==> config.mk <==
export PLATFORM = sky130hd
export DESIGN_NAME = coin_intake
export DESIGN_NICKNAME = d
export VERILOG_FILES = /design/src/rtl/coin_intake.sv
export SDC_FILE = /design/constraint.sdc
export NUM_CORES = 1
export LEC_CHECK = 0
export BUFFER_PORTS_ARGS = -buffer_cell sky130_fd_sc_hd__buf_2
export CAP_MARGIN = 20
export CELL_PAD_IN_SITES_DETAIL_PLACEMENT = 1
export CELL_PAD_IN_SITES_GLOBAL_PLACEMENT = 2
export CORE_MARGIN = 1.5
export CORE_UTILIZATION = 31
export DETAILED_ROUTE_END_ITERATION = 16
export MAX_ROUTING_LAYER = met4
export PLACE_DENSITY = 0.87
export SLEW_MARGIN = 5
export SYNTH_ARGS = -nofsm -noshare
export SYNTH_HDL_FRONTEND = slang
export SYNTH_SLANG_ARGS = --single-unit
==> constraint.sdc <==
create_clock -name clock -period 1.91 [get_ports clock]
set_input_delay 0.2865 -clock clock [delete_from_list [all_inputs] [get_ports clock]]
set_output_delay 0.2865 -clock clock [all_outputs]
set_load 0.01 [all_outputs]
==> src/rtl/coin_intake.sv <==
// -----------------------------------------------------------------------------
// coin_intake
//
// Front-end stage of the vending machine. Collects coins into a 4-bit credit,
// latches the product selection, hands one purchase request to the buying
// stage over a valid/ready handshake, waits for its response and finally
// returns the remaining credit as change. Credit is also refunded on cancel
// or after an inactivity timeout.
//
// Parameters:
//   TIMEOUT    idle cycles in CREDIT before an automatic refund
//   TIMER_W    width of the inactivity counter
//   MAX_CREDIT credit ceiling (<= 15)
//
// Ports:
//   clock, reset_n                  clock (rising edge), async active-low reset
//   coin_valid, coin_value          coin insertion strobe and value
//   sel_valid, sel_mode, sel_size   product selection strobe, slot, quantity
//   confirm, cancel                 buy / cancel buttons
//   req_valid, req_ready            purchase request handshake
//   req_cmoney, req_mode, req_csize request payload, stable while req_valid
//   rsp_valid, rsp_ok, rsp_cmoney   one-cycle response from the buying stage
//   change_valid, change_amount     pending change and its value
//   change_ack                      change has been dispensed
//   credit                          current credit, for display
//   coin_reject, redlight, done     one-cycle status pulses
//   busy                            high whenever the stage is not IDLE
// -----------------------------------------------------------------------------
module coin_intake #(
    parameter int unsigned TIMEOUT    = 255,
    parameter int unsigned TIMER_W    = 8,
    parameter int unsigned MAX_CREDIT = 15
) (
    input  logic               clock,
    input  logic               reset_n,
    input  logic               coin_valid,
    input  logic [3:0]         coin_value,
    input  logic               sel_valid,
    input  logic [2:0]         sel_mode,
    input  logic [3:0]         sel_size,
    input  logic               confirm,
    input  logic               cancel,
    output logic               req_valid,
    input  logic               req_ready,
    output logic [3:0]         req_cmoney,
    output logic [2:0]         req_mode,
    output logic [3:0]         req_csize,
    input  logic               rsp_valid,
    input  logic               rsp_ok,
    input  logic [3:0]         rsp_cmoney,
    output logic               change_valid,
    output logic [3:0]         change_amount,
    input  logic               change_ack,
    output logic [3:0]         credit,
    output logic               coin_reject,
    output logic               redlight,
    output logic               done,
    output logic               busy
);

    typedef enum logic [2:0] {
        S_IDLE,
        S_CREDIT,
        S_REQUEST,
        S_WAIT_RSP,
        S_REFUND
    } state_t;

    state_t             state;
    logic [TIMER_W-1:0] timer;
    logic               sel_held;
    logic [2:0]         sel_mode_q;
    logic [3:0]         sel_size_q;

    // The sum is formed at 5 bits so an overflowing coin is detected instead
    // of silently wrapping the 4-bit credit.
    logic [4:0] coin_sum;
    logic       coin_accept;
    logic       sel_accept;
    logic       timer_expired;

    assign coin_sum      = {1'b0, credit} + {1'b0, coin_value};
    assign coin_accept   = coin_valid && (coin_value != 4'd0) && (coin_sum <= 5'(MAX_CREDIT));
    assign sel_accept    = sel_valid && (sel_size != 4'd0);
    assign timer_expired = (timer == TIMER_W'(TIMEOUT));

    // NOTE: every register here, outputs included, is assigned with <= so all
    // of them update together from the values sampled at the same edge.
    always_ff @(posedge clock or negedge reset_n) begin
        if (!reset_n) begin
            state         <= S_IDLE;
            timer         <= '0;
            sel_held      <= 1'b0;
            sel_mode_q    <= '0;
            sel_size_q    <= '0;
            credit        <= '0;
            req_valid     <= 1'b0;
            req_cmoney    <= '0;
            req_mode      <= '0;
            req_csize     <= '0;
            change_valid  <= 1'b0;
            change_amount <= '0;
            coin_reject   <= 1'b0;
            redlight      <= 1'b0;
            done          <= 1'b0;
            busy          <= 1'b0;
        end else begin
            // NOTE: pulse outputs default low each cycle; the branches below
            // only ever raise them, so each pulse lasts exactly one cycle.
            coin_reject <= 1'b0;
            redlight    <= 1'b0;
            done        <= 1'b0;

            unique case (state)
                S_IDLE: begin
                    if (coin_valid && coin_value != 4'd0) begin
                        credit <= coin_value;
                        timer  <= '0;
                        state  <= S_CREDIT;
                        busy   <= 1'b1;
                    end
                end

                // Credit is never zero while in CREDIT (entry needs a non-zero
                // coin and coins only add), so a refund from here always
                // presents change.
                S_CREDIT: begin
                    if (cancel) begin
                        coin_reject   <= coin_valid;
                        change_valid  <= 1'b1;
                        change_amount <= credit;
                        state         <= S_REFUND;
                    end else if (confirm && sel_held) begin
                        coin_reject <= coin_valid;
                        req_valid   <= 1'b1;
                        req_cmoney  <= credit;
                        req_mode    <= sel_mode_q;
                        req_csize   <= sel_size_q;
                        state       <= S_REQUEST;
                    end else if (confirm || timer_expired) begin
                        // A confirm without a selection, or an expiring timer,
                        // consumes the cycle: coins are returned, selections
                        // in the same cycle are not looked at.
                        coin_reject <= coin_valid;
                        redlight    <= confirm;
                        if (timer_expired) begin
                            change_valid  <= 1'b1;
                            change_amount <= credit;
                            state         <= S_REFUND;
                        end else begin
                            timer <= timer + TIMER_W'(1);
                        end
                    end else begin
                        if (coin_accept) begin
                            credit <= coin_sum[3:0];
                        end else if (coin_valid && coin_value != 4'd0) begin
                            coin_reject <= 1'b1;
                        end
                        if (sel_accept) begin
                            sel_held   <= 1'b1;
                            sel_mode_q <= sel_mode;
                            sel_size_q <= sel_size;
                        end else if (sel_valid) begin
                            redlight <= 1'b1;
                        end
                        timer <= (coin_accept || sel_accept) ? '0 : timer + TIMER_W'(1);
                    end
                end

                S_REQUEST: begin
                    coin_reject <= coin_valid;
                    if (req_ready) begin
                        req_valid  <= 1'b0;
                        req_cmoney <= '0;
                        req_mode   <= '0;
                        req_csize  <= '0;
                        state      <= S_WAIT_RSP;
                    end
                end

                S_WAIT_RSP: begin
                    coin_reject <= coin_valid;
                    if (rsp_valid) begin
                        sel_held <= 1'b0;
                        if (rsp_ok) begin
                            credit <= rsp_cmoney;
                            done   <= 1'b1;
                            if (rsp_cmoney != 4'd0) begin
                                change_valid  <= 1'b1;
                                change_amount <= rsp_cmoney;
                                state         <= S_REFUND;
                            end else begin
                                state <= S_IDLE;
                                busy  <= 1'b0;
                            end
                        end else begin
                            redlight <= 1'b1;
                            timer    <= '0;
                            state    <= S_CREDIT;
                        end
                    end
                end

                S_REFUND: begin
                    coin_reject <= coin_valid;
                    if (change_ack) begin
                        credit        <= '0;
                        sel_held      <= 1'b0;
                        change_valid  <= 1'b0;
                        change_amount <= '0;
                        state         <= S_IDLE;
                        busy          <= 1'b0;
                    end
                end

                default: begin
                    state <= S_IDLE;
                    busy  <= 1'b0;
                end
            endcase
        end
    end

endmodule

==> results.sh, run 1 <==
export IMPL_status="finished, violations left"
export IMPL_violations="setup timing"
export IMPL_crit_family="compound AO/OA/AOI/OAI gates"
export IMPL_multi_input_area_mm2=0.00144
export IMPL_grt_max_degree=22
export IMPL_synth_area_leader_cell="dfrtp_1"
export IMPL_synth_edf_count=0
export IMPL_worstPathArrival_ns=2.15
export IMPL_synth_xor_area_share_pct=0
export IMPL_synth_compound_area_share_pct=25.3
export IMPL_power_density_mw_per_mm2=1440
export IMPL_cts_tree="done"
export IMPL_start_util_pct=32.3
export IMPL_hold_path_depth=2
export IMPL_first_iter_violations=137
export IMPL_grt_overflow=0
export IMPL_finalCoreUtilization_pct=43.7
export IMPL_p_leak_nw=1.54
export IMPL_max_stage_delay_ns=0.43
export IMPL_drive_gt1_share_pct=40.1
export IMPL_die_y_um=93
export IMPL_detail_route_first_pass_iterations=4
export IMPL_syn_num_nets=279
export IMPL_ys_warn_count=0
export IMPL_synth_top_area_share_pct=43.8
export IMPL_placed_area_mm2=0.00320
export IMPL_grt_setup_unrepaired="true"
export IMPL_regArea_mm2=0.00110
export IMPL_timing_final_crit_period_ns=1.97
export IMPL_synthAdderAreaFrac_pct=3.29
export IMPL_muxShareOfSynthArea_pct=8.07
export IMPL_clkTransAtPathRegs_ns=0.09
export IMPL_path_cells="ha_4, inv_2, fa_2, nor2b_4, o21a_1, o31a_1, o2111ai_2, o311ai_4"
export IMPL_synth_top_family_by_area="compound AO/OA/AOI/OAI gates"
export IMPL_vias=2328
export IMPL_met2_length_um=3500
export IMPL_pre_cts_ws_ns=-0.156
export IMPL_end_kind="flip-flop"
export IMPL_globalRouteTotalUtil_pct=19.0
export IMPL_holdCritPathClass="in -> reg"
export IMPL_final_hold_viol_count=0
export IMPL_final_cell_mix="buf_2 (49), dfrtp_1 (43), buf_4 (41)"
export IMPL_final_common_cell="buf_2"
export IMPL_required_ns=2.08
export IMPL_ant_nets=0
export IMPL_wl_met3_um=367
export IMPL_grt_pass1_wl_um=12500
export IMPL_cts_buffers=5
export IMPL_max_cap_violations=0
export IMPL_yosys_area_share_simple_pct=16.4
export IMPL_antenna_cells=0
export IMPL_layout_nets=369
export IMPL_clockRootBuffer="clkbuf_8"
export IMPL_gp_congestion=0.792
export IMPL_clock_sinks=44
export IMPL_highest_layer="met4"
export IMPL_totalWireLength_um=7720
export IMPL_setup_violations=8
export IMPL_layout_setup_ws_ns=-0.0640
export IMPL_start_kind="flip-flop"
export IMPL_wl_met1_um=3760
export IMPL_die_w_um=93
export IMPL_dieArea_mm2=0.00865
export IMPL_rows=32
export IMPL_dominantRegCellSynth="dfrtp_1"
export IMPL_dp_cells=431
export IMPL_htreeDepth=2
export IMPL_total_power_mw=4.88
export IMPL_crit_type="reg -> reg"
export IMPL_cp_num_cells=8
export IMPL_ios=50
export IMPL_slowest_stage="dfrtp_2"
export IMPL_yosysUniqueCellTypes=60
export IMPL_wl_per_cell_um=17.5
export IMPL_post_dp_hpwl_um=5900
export IMPL_yosys_register_bits=44
export IMPL_io_buffer_count=49
export IMPL_fillers=909
export IMPL_synth_area_leaders="dfrtp_1 (44%), mux2_4 (4.2%), nand2_1 (4.2%)"
export IMPL_worstMarginPinSlew_ns=0.502
export IMPL_drc=0
export IMPL_synth_async_reset_ratio_pct=100
export IMPL_first_global_vias=2339
export IMPL_finalSetupTns_ns=-0.301
export IMPL_ys_seq_area_share_pct=43.8
export IMPL_fmax_mhz=507
export IMPL_fin_area_mm2=0.00339
export IMPL_syn_area_mm2=0.00251
export IMPL_drv_slew=0
export IMPL_worstSkewPairLatency_ns=0.30
export IMPL_clockBufferDepth=2
export IMPL_hold_ws_ns=0.217
export IMPL_via_per_inst=5.28
export IMPL_vdd_drop_max_mv=0.562
export IMPL_finalCritPeriodShare_pct=103
export IMPL_rr_worst_depth=8
export IMPL_antenna_found_initial=0
export IMPL_worstPathMaxFanout=5
export IMPL_area_growth_pct=35.1
export IMPL_synthCells=248
export IMPL_slew_headroom_pct=66.6
export IMPL_stdcell_count=441
export IMPL_cp_num_buf_inv=1
export IMPL_coreArea_mm2=0.00777
export IMPL_fin_skew_ns=0.00510
export IMPL_postSynthAreaPerCell_um2=10.1
==> registers in the layout (all words and copies together), names as in the netlist <==
signal,cells
busy,1
change_amount,4
change_valid,1
coin_reject,1
credit,4
done,1
redlight,1
req_cmoney,4
req_csize,4
req_mode,3
req_valid,1
sel_held,1
sel_mode_q,3
sel_size_q,4
state,3
timer,8
==> area by class of cell <==
type	count	share of cell area, %
multi-input combinational	186	42.4
sequential	44	32.5
timing repair buffer	92	17.2
tap	102	3.76
clock buffer	6	2.14
clock inverter	2	1.03
inverter	9	0.996
==> per-layer routing <==
metal / vias to the layer above / track usage (%)
met3: 7 / 2.44
met1: 1152 / 27.2
met5: - / -
met2: 62 / 28.2
li1: 1107 / -
met4: 0 / 5.30
==> cells by family (layout without fill, tap and decap cells) <==
family,Yosys count,in the layout
compound gates,83,83
simple gates,81,81
flops,44,44
buf+inv,18,109
mux,16,16
fa+ha+maj,6,6
==> worst paths after layout <==
kind | slack [ns] | from | to
max | -0.06 | credit[0] | timer[2]
min | 0.22 | sel_mode[0] | sel_mode_q[0]
max reg2reg | -0.06 | credit[0] | timer[2]
min reg2reg | 0.48 | req_valid | req_valid
max in group asynchronous | 0.87 | reset_n | redlight
min in group asynchronous | 0.49 | reset_n | credit[2]
==> synth_stat cells (2+ instances only) <==
library cell,n
inv_1,7
a22o_1,12
and2_1,2
mux2_4,7
o31ai_1,2
o22ai_1,6
mux2_1,6
inv_2,2
nand3_1,8
mux2i_1,3
nor2b_1,3
ha_1,5
o21ai_0,5
nor3_1,2
o21a_1,2
or2_2,3
a21oi_1,17
buf_2,5
o21ai_1,3
dfrtp_1,44
nand2_1,28
o211ai_1,8
buf_1,2
nor2_1,15
o2111ai_1,5
nand2b_1,4
a21o_1,5
nor4_1,3
and3_1,3
==> where the power goes <==
part | switching (mW) | total [mW] | internal [mW] | leakage [nW]
Clock | 0.329 | 0.718 | 0.389 | 0.0552
Combinational | 1.34 | 2.65 | 1.31 | 0.921
Sequential | 0.238 | 1.51 | 1.28 | 0.563
Total | 1.91 | 4.88 | 2.98 | 1.54
==> timing repair <==
item,in CTS,in global routing
endpoints found under the setup margin,10,16
hold endpoints to repair,15,0
hold buffers,1,0
buffers inserted,1,0
pin swaps,3,5
gates resized for setup,6,8
Power figures use the tool's default switching activity.
==> run 2: changes to the inputs <==
--- a/config.mk
+++ b/config.mk
@@ -14,7 +14,7 @@
 export DETAILED_ROUTE_END_ITERATION = 16
 export MAX_ROUTING_LAYER = met4
 export PLACE_DENSITY = 0.87
-export SLEW_MARGIN = 5
+export SLEW_MARGIN = 40
 export SYNTH_ARGS = -nofsm -noshare
 export SYNTH_HDL_FRONTEND = slang
 export SYNTH_SLANG_ARGS = --single-unit
==> constraint.sdc (replaced) <==
create_clock -name clock -period 1.8 [get_ports clock]
set_input_delay 0.27 -clock clock [delete_from_list [all_inputs] [get_ports clock]]
set_output_delay 0.27 -clock clock [all_outputs]
set_load 0.01 [all_outputs]
==> results.sh, run 2 (synthesis gave the netlist of run 1 again) <==
export IMPL_status="finished, violations left"
export IMPL_violations="setup timing"
export IMPL_grt_setup_unrepaired="true"
export IMPL_io_buffer_count=49
export IMPL_wl_per_cell_um=17.7
export IMPL_worstPathArrival_ns=2.24
export IMPL_finalSetupTns_ns=-1.96
export IMPL_grt_max_degree=45
export IMPL_rows=32
export IMPL_first_global_vias=2488
export IMPL_start_kind="flip-flop"
export IMPL_timing_final_crit_period_ns=2.03
export IMPL_hold_ws_ns=0.198
export IMPL_ff2ff_setup_slack_ns=-0.23
export IMPL_die_y_um=93
export IMPL_worstSkewPairLatency_ns=0.30
export IMPL_worstPathMaxFanout=8
export IMPL_crit_end="timer[2]"
export IMPL_slew_headroom_pct=72.3
export IMPL_globalRouteTotalUtil_pct=19.7
export IMPL_p_leak_nw=1.59
export IMPL_layout_nets=377
export IMPL_fmax_mhz=492
export IMPL_layout_setup_ws_ns=-0.232
export IMPL_antenna_cells=0
export IMPL_final_common_cell="buf_2"
export IMPL_via_per_inst=5.37
export IMPL_crit_type="reg -> reg"
export IMPL_power_density_mw_per_mm2=1530
export IMPL_drv_slew=0
export IMPL_worstMarginPinSlew_ns=0.413
export IMPL_largest_register_ff_count=8
export IMPL_reg2reg_to="timer[2]"
export IMPL_clock_sinks=44
export IMPL_rr_worst_depth=8
export IMPL_vias=2411
export IMPL_area_growth_pct=38.9
export IMPL_worstSetupStartpoint="credit[0]"
export IMPL_placed_area_mm2=0.00325
export IMPL_clockBufferDepth=2
export IMPL_total_power_mw=5.32
export IMPL_regMostFlops="timer"
export IMPL_coreArea_mm2=0.00777
export IMPL_holdCritPathClass="in -> reg"
export IMPL_gp_congestion=0.821
export IMPL_setup_violations=12
export IMPL_end_kind="flip-flop"
export IMPL_ios=50
export IMPL_clockRootBuffer="clkbuf_8"
export IMPL_drive_gt1_share_pct=42.9
export IMPL_htreeDepth=2
export IMPL_final_cell_mix="buf_2 (49), buf_4 (48), dfrtp_1 (41)"
export IMPL_finalCritPeriodShare_pct=113
export IMPL_r2r_start="credit[0]"
export IMPL_cts_tree="done"
export IMPL_fin_skew_ns=0.00530
export IMPL_vdd_drop_max_mv=0.592
export IMPL_final_hold_viol_count=0
export IMPL_grt_overflow=0
export IMPL_start_util_pct=32.3
export IMPL_ant_nets=0
export IMPL_first_iter_violations=113
export IMPL_detail_route_first_pass_iterations=5
export IMPL_antenna_found_initial=0
export IMPL_grt_pass1_wl_um=13000
export IMPL_totalWireLength_um=7970
export IMPL_drc=0
export IMPL_cts_buffers=5
export IMPL_dieArea_mm2=0.00865
export IMPL_finalCoreUtilization_pct=44.9
export IMPL_max_cap_violations=0
export IMPL_post_dp_hpwl_um=5910
export IMPL_fin_area_mm2=0.00349
export IMPL_die_w_um=93
export IMPL_clkTransAtPathRegs_ns=0.09
export IMPL_required_ns=2.01
export IMPL_fillers=882
run 2: changes by cell type in the layout (fill, tap and decap cells not counted), sizes merged:
| cell | delta |
|---|---|
| buf | +8 |
run 2: repair_timing:
action / CTS / global route
setup endpoints to repair: 29 / 34
hold endpoints to repair: 44 / 0
setup buffers: 2 / 2
hold buffers: 1 / 0
pin swaps: 10 / 1
gates resized for setup: 12 / 7
run 2: area by class of cell:
cell class                 count  area (µm²)  share of cell area (%)
clock buffer                   6        82.6                    2.37
timing repair buffer         100         656                    18.8
inverter                       9        33.8                   0.968
tap                          102         128                    3.66
clock inverter                 2        38.8                    1.11
sequential                    44        1100                    31.7
multi-input combinational    186        1450                    41.4
run 2: worst min-delay path by stage:
| stage | from | to | cells past startpoint |
|---|---|---|---|
| after floorplan | reset_n | busy | 0 |
| after global placement | reset_n | req_mode[1] | 2 |
| after detailed placement | reset_n | req_mode[1] | 2 |
| after CTS | sel_mode[0] | sel_mode_q[0] | 2 |
| after global routing | sel_mode[0] | sel_mode_q[0] | 2 |
| final | sel_mode[0] | sel_mode_q[0] | 2 |
run 2: per-stage QoR:
step,worst slack [ns],cells
after global placement,-0.173,436
after global routing,-0.311,449
after CTS,-0.206,447
after floorplan,-0.149,248
final,-0.232,449
after detailed placement,-0.286,436
run 2: where the power goes:
part | internal (mW) | leakage, nW | switching [mW]
Clock | 0.455 | 0.0614 | 0.373
Sequential | 1.36 | 0.560 | 0.242
Combinational | 1.43 | 0.971 | 1.47
run 2: worst max-delay path: stages (launching register included):
cell	delay (ns)
dfrtp_2	0.39
ha_4	0.13
inv_2	0.03
fa_2	0.36
nor2b_4	0.15
o21a_1	0.23
o311ai_4	0.14
a21o_4	0.29
o311ai_2	0.21
run 2: routing by layer:
layer	up-vias	part of all wire, %	track usage, %
li1	1129	-	-
met1	1210	47	26.3
met2	62	47	31.2
met3	10	3.7	2.76
met4	0	1.6	5.56
met5	-	0	-
==> run 3: changes to the inputs <==
--- a/config.mk
+++ b/config.mk
@@ -14,6 +14,7 @@
 export DETAILED_ROUTE_END_ITERATION = 16
 export MAX_ROUTING_LAYER = met4
 export PLACE_DENSITY = 0.87
+export RECOVER_POWER = 50
 export SLEW_MARGIN = 40
 export SYNTH_ARGS = -nofsm -noshare
 export SYNTH_HDL_FRONTEND = slang
==> results.sh, run 3 (synthesis gave the netlist of run 1 again) <==
export IMPL_layout_nets=377
export IMPL_final_hold_viol_count=0
export IMPL_htreeDepth=2
export IMPL_area_growth_pct=38.0
export IMPL_drv_slew=0
export IMPL_regMostFlops="timer"
export IMPL_crit_type="reg -> reg"
export IMPL_slowest_stage="dfrtp_2"
export IMPL_ant_nets=0
export IMPL_dieArea_mm2=0.00865
export IMPL_pre_cts_ws_ns=-0.286
export IMPL_total_power_mw=5.31
export IMPL_required_ns=2.01
export IMPL_worstMarginPinSlew_ns=1.15
export IMPL_cts_buffers=5
export IMPL_gp_congestion=0.821
export IMPL_end_kind="flip-flop"
export IMPL_grt_setup_unrepaired="true"
export IMPL_status="finished, violations left"
export IMPL_vias=2407
export IMPL_stdcell_count=449
export IMPL_p_leak_nw=1.57
export IMPL_wl_per_cell_um=17.8
export IMPL_final_common_cell="buf_4"
export IMPL_antenna_cells=0
export IMPL_die_y_um=93
export IMPL_slew_headroom_pct=23.5
export IMPL_totalWireLength_um=7980
export IMPL_max_cap_violations=0
export IMPL_grt_max_degree=45
export IMPL_detail_route_first_pass_iterations=5
export IMPL_die_w_um=93
export IMPL_rows=32
export IMPL_first_iter_violations=116
export IMPL_max_stage_delay_ns=0.39
export IMPL_clockBufferDepth=2
export IMPL_worstPathArrival_ns=2.24
export IMPL_globalRouteTotalUtil_pct=19.7
export IMPL_layout_setup_ws_ns=-0.232
export IMPL_violations="setup timing"
export IMPL_drc=0
export IMPL_final_cell_mix="buf_4 (48), buf_2 (43), dfrtp_1 (41)"
export IMPL_clockRootBuffer="clkbuf_8"
export IMPL_timing_final_crit_period_ns=2.03
export IMPL_cts_tree="done"
export IMPL_via_per_inst=5.36
export IMPL_fin_skew_ns=0.00530
export IMPL_largest_register_ff_count=8
export IMPL_grt_pass1_wl_um=13000
export IMPL_power_density_mw_per_mm2=1530
export IMPL_setup_violations=12
export IMPL_start_util_pct=32.3
export IMPL_coreArea_mm2=0.00777
export IMPL_fmax_mhz=492
export IMPL_antenna_found_initial=0
export IMPL_path_cells="ha_4, inv_2, fa_2, nor2b_4, o21a_1, o311ai_4, a21o_4, o311ai_2"
export IMPL_dp_cells=436
export IMPL_first_global_vias=2488
export IMPL_ios=50
export IMPL_drive_gt1_share_pct=41.2
export IMPL_vdd_drop_max_mv=0.592
export IMPL_grt_overflow=0
export IMPL_finalCritPeriodShare_pct=113
export IMPL_io_buffer_count=49
export IMPL_clkTransAtPathRegs_ns=0.09
export IMPL_clock_sinks=44
export IMPL_fillers=884
export IMPL_start_kind="flip-flop"
export IMPL_worstSkewPairLatency_ns=0.30
export IMPL_holdCritPathClass="in -> reg"
export IMPL_worstPathMaxFanout=8
export IMPL_post_dp_hpwl_um=5910
[run 3: area by class of cell]
type | instances | area (µm²) | area share, %
Tap cell | 102 | 128 | 3.68
Multi-Input combinational cell | 186 | 1450 | 41.7
Clock buffer | 6 | 82.6 | 2.38
Sequential cell | 44 | 1100 | 31.9
Clock inverter | 2 | 38.8 | 1.12
Timing Repair Buffer | 100 | 633 | 18.3
Inverter | 9 | 33.8 | 0.975
[run 3: repair_timing]
action,4_1_cts,5_1_grt
hold buffers,1,0
pin swaps,10,1
setup endpoints to repair,29,34
buffers inserted,2,2
resized for setup,12,7
endpoints found under the hold margin,44,0
[run 3: worst paths after layout]
path | startpoint | endpoint | slack [ns] | depth (start not counted)
max in group asynchronous | reset_n | state[0] | 0.20 | 3
max | credit[0] | timer[2] | -0.23 | 8
max reg2reg | credit[0] | timer[2] | -0.23 | 8
min | sel_mode[0] | sel_mode_q[0] | 0.20 | 2
min reg2reg | req_valid | req_valid | 0.48 | 1
min in group asynchronous | reset_n | req_mode[1] | 0.82 | 3
[run 3: where the power goes]
part	leakage [nW]	switching, mW	total [mW]	internal (mW)
logic	0.944	1.47	2.88	1.42
clock network	0.0614	0.373	0.828	0.455
registers	0.560	0.245	1.60	1.36
[run 3: per-layer routing]
metal / up-vias / share of wire, % / global-route usage [%]
li1: 1129 / - / -
met1: 1206 / 47 / 26.3
met2: 62 / 47 / 31.2
met3: 10 / 3.7 / 2.76
met4: 0 / 1.6 / 5.56
met5: - / 0 / -
[run 3: through the flow]
stage | utilization [%] | cell area (µm²) | TNS, ns | hold slack [ns]
2_1_floorplan | - | 2550 | -0.919 | -0.0256
3_3_place_gp | 41.8 | 3250 | -1.38 | 0.272
3_5_place_dp | 41.8 | 3250 | -2.73 | 0.276
4_1_cts | 44.4 | 3450 | -1.72 | 0.189
5_1_grt | 44.6 | 3470 | -3.27 | 0.190
6_report | 44.6 | 3470 | -1.96 | 0.198
[run 3: critical path: cells and delay by family (launching register included)]
family          cells  cell delay (ns)
simple gates        1             0.15
fa+ha+maj           2             0.49
flops               1             0.39
buf+inv             1             0.03
compound gates      4             0.87
